File: src/rtl/aes_ctr_feeder.sv
// aes_ctr_feeder: packs 32-bit plaintext words into 128-bit blocks paired with {nonce, counter}
// and hands them to the AES core over valid/ready.
module aes_ctr_feeder #(
  parameter logic [31:0] CTR_INIT = 32'h0000_0001
) (
  input  logic         clk_i,
  input  logic         rst_n,
  input  logic         load_i,
  input  logic [95:0]  nonce_i,
  input  logic [31:0]  din_i,
  input  logic         din_valid_i,
  input  logic         din_last_i,
  output logic         din_ready_o,
  output logic         blk_valid_o,
  input  logic         blk_ready_i,
  output logic [127:0] data_o,
  output logic [127:0] ctr_block_o,
  output logic [2:0]   blk_words_o,
  output logic         blk_last_o,
  output logic         busy_o,
  output logic         wrap_err_o
);
  typedef enum logic [1:0] {IDLE, FILL, ISSUE} state_t;
  state_t        state_q, state_d;
  logic [127:0]  data_q, data_d;
  logic [95:0]   nonce_q, nonce_d;
  logic [31:0]   ctr_q, ctr_d;
  logic [2:0]    cnt_q, cnt_d;
  logic          last_q, last_d;
  logic          wrap_q, wrap_d;
  logic          acc, hs;
  assign acc = (state_q == FILL) && din_valid_i;
  assign hs  = (state_q == ISSUE) && blk_ready_i;
  always_ff @(posedge clk_i or negedge rst_n) begin
    if (!rst_n) begin
      state_q <= IDLE;
      data_q  <= '0;
      nonce_q <= '0;
      ctr_q   <= '0;
      cnt_q   <= '0;
      last_q  <= 1'b0;
      wrap_q  <= 1'b0;
    end else begin
      state_q <= state_d;
      data_q  <= data_d;
      nonce_q <= nonce_d;
      ctr_q   <= ctr_d;
      cnt_q   <= cnt_d;
      last_q  <= last_d;
      wrap_q  <= wrap_d;
    end
  end
  always_comb begin
    state_d = state_q;
    if (load_i) state_d = FILL;
    else if (acc && (din_last_i || cnt_q == 3'd3)) state_d = ISSUE;
    else if (hs) state_d = (&ctr_q || last_q) ? IDLE : FILL;
  end
  // An exhausted counter ends the stream without incrementing, so the wrapped value is never issued.
  always_comb begin
    data_d  = data_q;
    nonce_d = nonce_q;
    ctr_d   = ctr_q;
    cnt_d   = cnt_q;
    last_d  = last_q;
    wrap_d  = wrap_q;
    if (load_i) begin
      nonce_d = nonce_i;
      ctr_d   = CTR_INIT;
      data_d  = '0;
      cnt_d   = '0;
      last_d  = 1'b0;
      wrap_d  = 1'b0;
    end else if (acc) begin
      data_d = data_q | ({din_i, 96'd0} >> {cnt_q, 5'd0});
      cnt_d  = cnt_q + 3'd1;
      last_d = din_last_i;
    end else if (hs) begin
      if (&ctr_q) wrap_d = 1'b1;
      else begin
        ctr_d = ctr_q + 32'd1;
        if (!last_q) begin
          data_d = '0;
          cnt_d  = '0;
        end
      end
    end
  end
  always_comb begin
    din_ready_o = state_q == FILL;
    blk_valid_o = state_q == ISSUE;
    busy_o      = state_q != IDLE;
  end
  assign data_o      = data_q;
  assign ctr_block_o = {nonce_q, ctr_q};
  assign blk_words_o = cnt_q;
  assign blk_last_o  = last_q;
  assign wrap_err_o  = wrap_q;
endmodule

File: config.mk
export PLATFORM = sky130hd
export DESIGN_NAME = aes_ctr_feeder
export DESIGN_NICKNAME = d
export VERILOG_FILES = /design/src/rtl/aes_ctr_feeder.sv
export SDC_FILE = /design/constraint.sdc
export NUM_CORES = 1
export LEC_CHECK = 0
export CORE_ASPECT_RATIO = 0.8
export CORE_MARGIN = 1
export CORE_UTILIZATION = 43
export DETAILED_ROUTE_END_ITERATION = 8
export PLACE_DENSITY = 0.81
export SLEW_MARGIN = 20
export SYNTH_ARGS = -nofsm -noshare
export SYNTH_HDL_FRONTEND = slang
export SYNTH_SLANG_ARGS = --single-unit
File: constraint.sdc
create_clock -name clk_i -period 2.6 [get_ports clk_i]
set_input_delay 0.52 -clock clk_i [delete_from_list [all_inputs] [get_ports clk_i]]
set_output_delay 0.52 -clock clk_i [all_outputs]
set_load 0.02 [all_outputs]
; ---- Yosys cells after proc, flatten, opt, wreduce, memory -nomap -nowiden
; Index checks and enable logic that the tools add are counted.
[op_classes]
add_sub_neg = 2
n_eq_ne = 7
n_shift = 1
n_mux = 24
bitwise = 1
n_reduce_logical = 15
[op_table]
columns = op, n
row1 = $mux W128, 5
row2 = $mux W32, 4
row3 = $or A128 B128 Y128, 1
row4 = $shr A128 B8 Y128, 1
row5 = $add A32 B1 Y32 const B, 1
row6 = $reduce_and A32 Y1, 1
row7 = $mux W3, 5
row8 = $reduce_and A3 Y1, 3
row9 = $reduce_bool A2 Y1, 4
row10 = $mux W1, 7
row11 = $mux W2, 3
row12 = $reduce_bool A3 Y1, 2
row13 = $ne A2 B2 Y1 const B, 2
row14 = $add A3 B1 Y3 const B, 1
row15 = $eq A3 B2 Y1 const B, 1
row16 = $logic_and A1 B1 Y1, 3
row17 = $ne A3 B2 Y1 const B, 1
row18 = $ne A3 B3 Y1 const B, 1
row19 = $eq A2 B1 Y1 const B, 1
row20 = $eq A2 B2 Y1 const B, 1
row21 = $logic_or A1 B1 Y1, 2
[word_totals]
regBits = 263
inputBits = 134
output_inout_bits = 264

; ---- Depth between registers and ports, before layout
[depth]
word_depth = 6
mapped_depth = 9
depth_no_buf = 6

; ---- Worst setup path before layout
; OpenSTA, ideal clock, no wires.
[synth_path]
kind = register -> register
startpoint = register ctr_q[0]
endpoint = register ctr_q[11]
arrival_ps = 2271
required_ps = 2475
path_slack_ps = 204
path_stages_with_launch = 9
n_path_buf = 2
synth_period_minus_slack_ps = 2396
path_cell_list = dfrtp_1 -> ha_1 -> nand3_2 -> or4_4 -> nor4_4 -> buf_6 -> buf_8 -> nor4_1 -> mux2_2
[synth_via]
elab_chain_cells = 5
elab_cells_between_ends = 8
cone_classes = 1 x add/sub / 1 x eq/ne / 4 x mux / 2 x reduce/logical
[synth_lines]
columns = item, line
row1 = from (decl), 27  ; logic [31:0] ctr_q, ctr_d;
row2 = from (signal assigned), 47  ; ctr_q <= ctr_d;
row3 = $add A32 B1 Y32, 81  ; ctr_d = ctr_q + 32'd1;
row4 = $mux W32, 79  ; if (&ctr_q) wrap_d = 1'b1;
row5 = $mux W32, 78  ; end else if (hs) begin
row6 = $mux W32, 74  ; end else if (acc) begin
row7 = $mux W32, 67  ; if (load_i) begin
; Several ways; a longest one is shown, not always the timed one. The select of a mux whose other input is x is not followed.
; A chain may end at the register's enable or synchronous reset.

; ---- Worst setup path in the final report
[layout_path]
startpoint = register ctr_q[0]
endpoint = register data_q[100] (netlist: data_o[100])
[layout_via]
elab_chain_cells = 3
[layout_lines]
columns = item, line
row1 = $reduce_and A32 Y1, 79
row2 = $ne A3 B3 Y1 (no source line), n/a
row3 = $reduce_and A3 Y1 (no source line), n/a
row4 = to (signal assigned), 45  ; data_q <= data_d;
row5 = to (decl), 25  ; logic [127:0] data_q, data_d;
; Every way passes these cells.

==> impl_metrics.tcl <==
set metrics [dict create \
    status "complete, but fails checks" \
    violations "hold timing" \
    powerDensity_nw_per_um2 646.9 \
    place_congestion 0.8444 \
    rsz0062_at_grt "no" \
    cts_resized 0 \
    irDropWorstVdd_uv 509.3 \
    crit_top_cell "buf_12" \
    period_share 0.9414 \
    wl_per_cell_um 19.20 \
    fp-row-count 50 \
    vias 8373 \
    nFillCells 1711 \
    worst_hold_slack_ps -10.41 \
    worst_ep_required_time_ps 3060 \
    wirelength_um 30700 \
    hold_class "primary input to asynchronous set/reset pin" \
    final_layout_size_suffix_gt1_frac 0.1547 \
    pwr-share-comb 0.143 \
    grt_pass1_vias 8683 \
    maxCapViolations 0 \
    crit_buf_inv 2 \
    core_area_um2 23400 \
    path_class "flip-flop to flip-flop" \
    final_nets 1401 \
    worstMarginPinSlew_ps 997.8 \
    postPlaceCellArea_um2 14770 \
    critPathMaxStageDelay_ps 570 \
    io-pin-count 398 \
    drt_iter0_drc 590 \
    grt_overflow 0 \
    final_util 0.6753 \
    seq_power_share 0.432 \
    synthArstFlopShare 1.000 \
    clk_latency_ps 530 \
    clock_sinks 263 \
    cts_root_buf "clkbuf_16" \
    cts_setup_buffers 0 \
    dp_worst_setup_slack_ps 100.7 \
    p_sw_frac 0.2439 \
    grt_pass1_wl_um 47640 \
    synth-seq-cells 263 \
    max_freq_ghz 0.4086 \
    track_usage 0.2468 \
    skew_ps 14.09 \
    start_kind "flip-flop" \
    p_leak_nw 6.665 \
    dieArea_um2 24530 \
    syn-cell-area_um2 10280 \
    hold_viol 2 \
    maxSlewHeadroom 0.3264 \
    clockPowerShare 0.425 \
    hold_buffers 0 \
    viasPerCell 5.236 \
    slew_viol_final 0 \
    initial_core_util 0.4393 \
    antenna_found_initial 1 \
    syn-num-nets 1000 \
    synth_flop_cell "dfrtp_1" \
    synth_area_leaders "dfrtp_1, mux2_2, a21oi_1" \
    fin_ws_ps 152.4 \
    cts_buffers 28 \
    yosys.area.top_type "dfrtp_1" \
    firstDrtPassIters 5 \
    antenna_left 0 \
    fin_area_um2 15800 \
    cts_tree "built" \
    post-dp-hpwl_um 21310 \
    synthesis.instances 863 \
    setup_violations 0 \
    path_delay_family "simple AND/OR/NAND/NOR gates" \
    yosysUniqueCellTypes 42 \
    timing.critical_path.fanout_max 43 \
    drc 0 \
    avgSynthCellArea_um2 11.91 \
    internal_power_mw 7.728 \
    tns_ps 0 \
    clkSlewWorstSetupHoldPaths_ps 60 \
    worstPathArrival_ps 2910 \
    crit_chain "ha_1, nand3_2, or4_4, nor4_4, o31ai_4, buf_12, buf_12, nor2_1" \
    ctsLongestPathBuffers 3 \
    synth_seq_area_share 0.6404 \
    crit_path_top_delay_cell "or4_4" \
    synth_warnings 0 \
    die_h_um 140.3 \
    critPathCaptureType "flip-flop" \
    yosysTopAreaCellShare 0.6404 \
    area_growth_pct 53.74 \
    rrSetupSlack_ps 150 \
    portBuffers 397 \
    period_minus_slack_ps 2448 \
    grt_max_degree 125 \
    cts_max_level 1 \
    die_w_um 174.8 \
    synth_edf_count 0 \
    p_sw_mw 2.493 \
]
## cell families (layout without fill, tap and decap cells)
kind of cell | count (synthesis) | after routing | share of synthesized area
other cells | 0 | 1 | 0
buf+inv | 63 | 486 | 0.02812
xor+xnor | 2 | 2 | 0.001705
mux | 102 | 102 | 0.1116
simple gates | 244 | 244 | 0.1152
compound gates | 186 | 186 | 0.09934
flops | 263 | 263 | 0.6404
fa+ha+maj | 3 | 3 | 0.003653
## layout make-up
type	instances	area, µm²	share of cell area
clock inverter	17	219.0	0.01386
timing repair buffer	427	4352	0.2754
clock buffer	35	808.3	0.05116
tap	312	390.4	0.02471
multi-input combinational	537	3421	0.2165
sequential	263	6581	0.4165
antenna	1	2.502	0.0001584
inverter	7	26.28	0.001663
## final timing paths
| check | from | to | cells past startpoint |
|---|---|---|---|
| worst max register to register | ctr_q[0] | data_o[100] | 8 |
| worst min-delay path | rst_n | data_o[55] | 1 |
| min in group clk_i | load_i | ctr_q[1] | 2 |
| worst min register to register | data_o[46] | data_o[46] | 2 |
| worst max-delay path | ctr_q[0] | data_o[100] | 8 |
| max in group asynchronous | rst_n | data_o[74] | 2 |
## flip-flops by register name, summed over array words and instances (netlist names)
signal       cells
blk_last_o       1
blk_words_o      3
ctr_q           32
data_o         128
nonce_q         96
state_q          2
wrap_err_o       1
## through the flow
step | power [mW] | hold WS, ps | cells
global placement | 5.917 | 474.6 | 1546
CTS | 10.32 | 8.584 | 1598
floorplan | 5.057 | 224.4 | 863
global route | 10.57 | 20.26 | 1599
detailed placement | 5.942 | 481.7 | 1546
finish | 10.22 | -10.41 | 1599
## power groups by stage
stage          sequential (mW)  combinational [mW]  clock, mW
2_1_floorplan             4.72               0.332          0
3_3_place_gp              4.47                1.44          0
3_5_place_dp              4.48                1.46          0
4_1_cts                   4.42                1.47       4.43
5_1_grt                   4.44                1.55       4.58
6_report                  4.42                1.46       4.35
## cells in the final DEF, fill, tap and decap left out, types with 4 or more instances in the layout
master           netlist  layout
inv_1                  7       7
o21ai_0                8       8
nor4_1                 8       8
clkbuf_8               0       6
or4_1                 14      14
a21oi_1              148     148
and3_1                 7       7
clkbuf_16              0      29
clkdlybuf4s50_1        0     395
or2_2                  5       5
nand4_1               13      13
bufinv_16              0       5
clkinv_2               0       9
buf_4                  1      19
nor2b_1                4       4
buf_12                 0      12
dfrtp_1              263     263
or3_1                  8       8
mux2_2               101     101
o31ai_1               14      13
nand2_1               15      15
nand3_1                7       7
nor2_1               147     147
and2_1                 4       4
## cells in the mapped netlist (all sizes together), types with 3 or more instances
master / count
o311ai: 3
o31ai: 14
nor2: 147
or4: 15
and3: 7
a31oi: 3
o41ai: 3
mux2: 101
a21oi: 148
and2: 4
or2: 5
dfrtp: 263
nand4: 14
nand3: 9
inv: 7
buf: 14
ha: 3
or3: 8
o21ai: 8
nor2b: 4
nor4: 10
clkbuf: 42
nand2: 15
## layer usage
metal	track usage	share of wire	up-vias
li1	-	-	3843
met1	0.3092	0.39	4128
met2	0.4025	0.48	340
met3	0.08279	0.093	62
met4	0.08146	0.030	0
met5	0	0	-
Note: power is estimated with default switching activity, not from simulation.
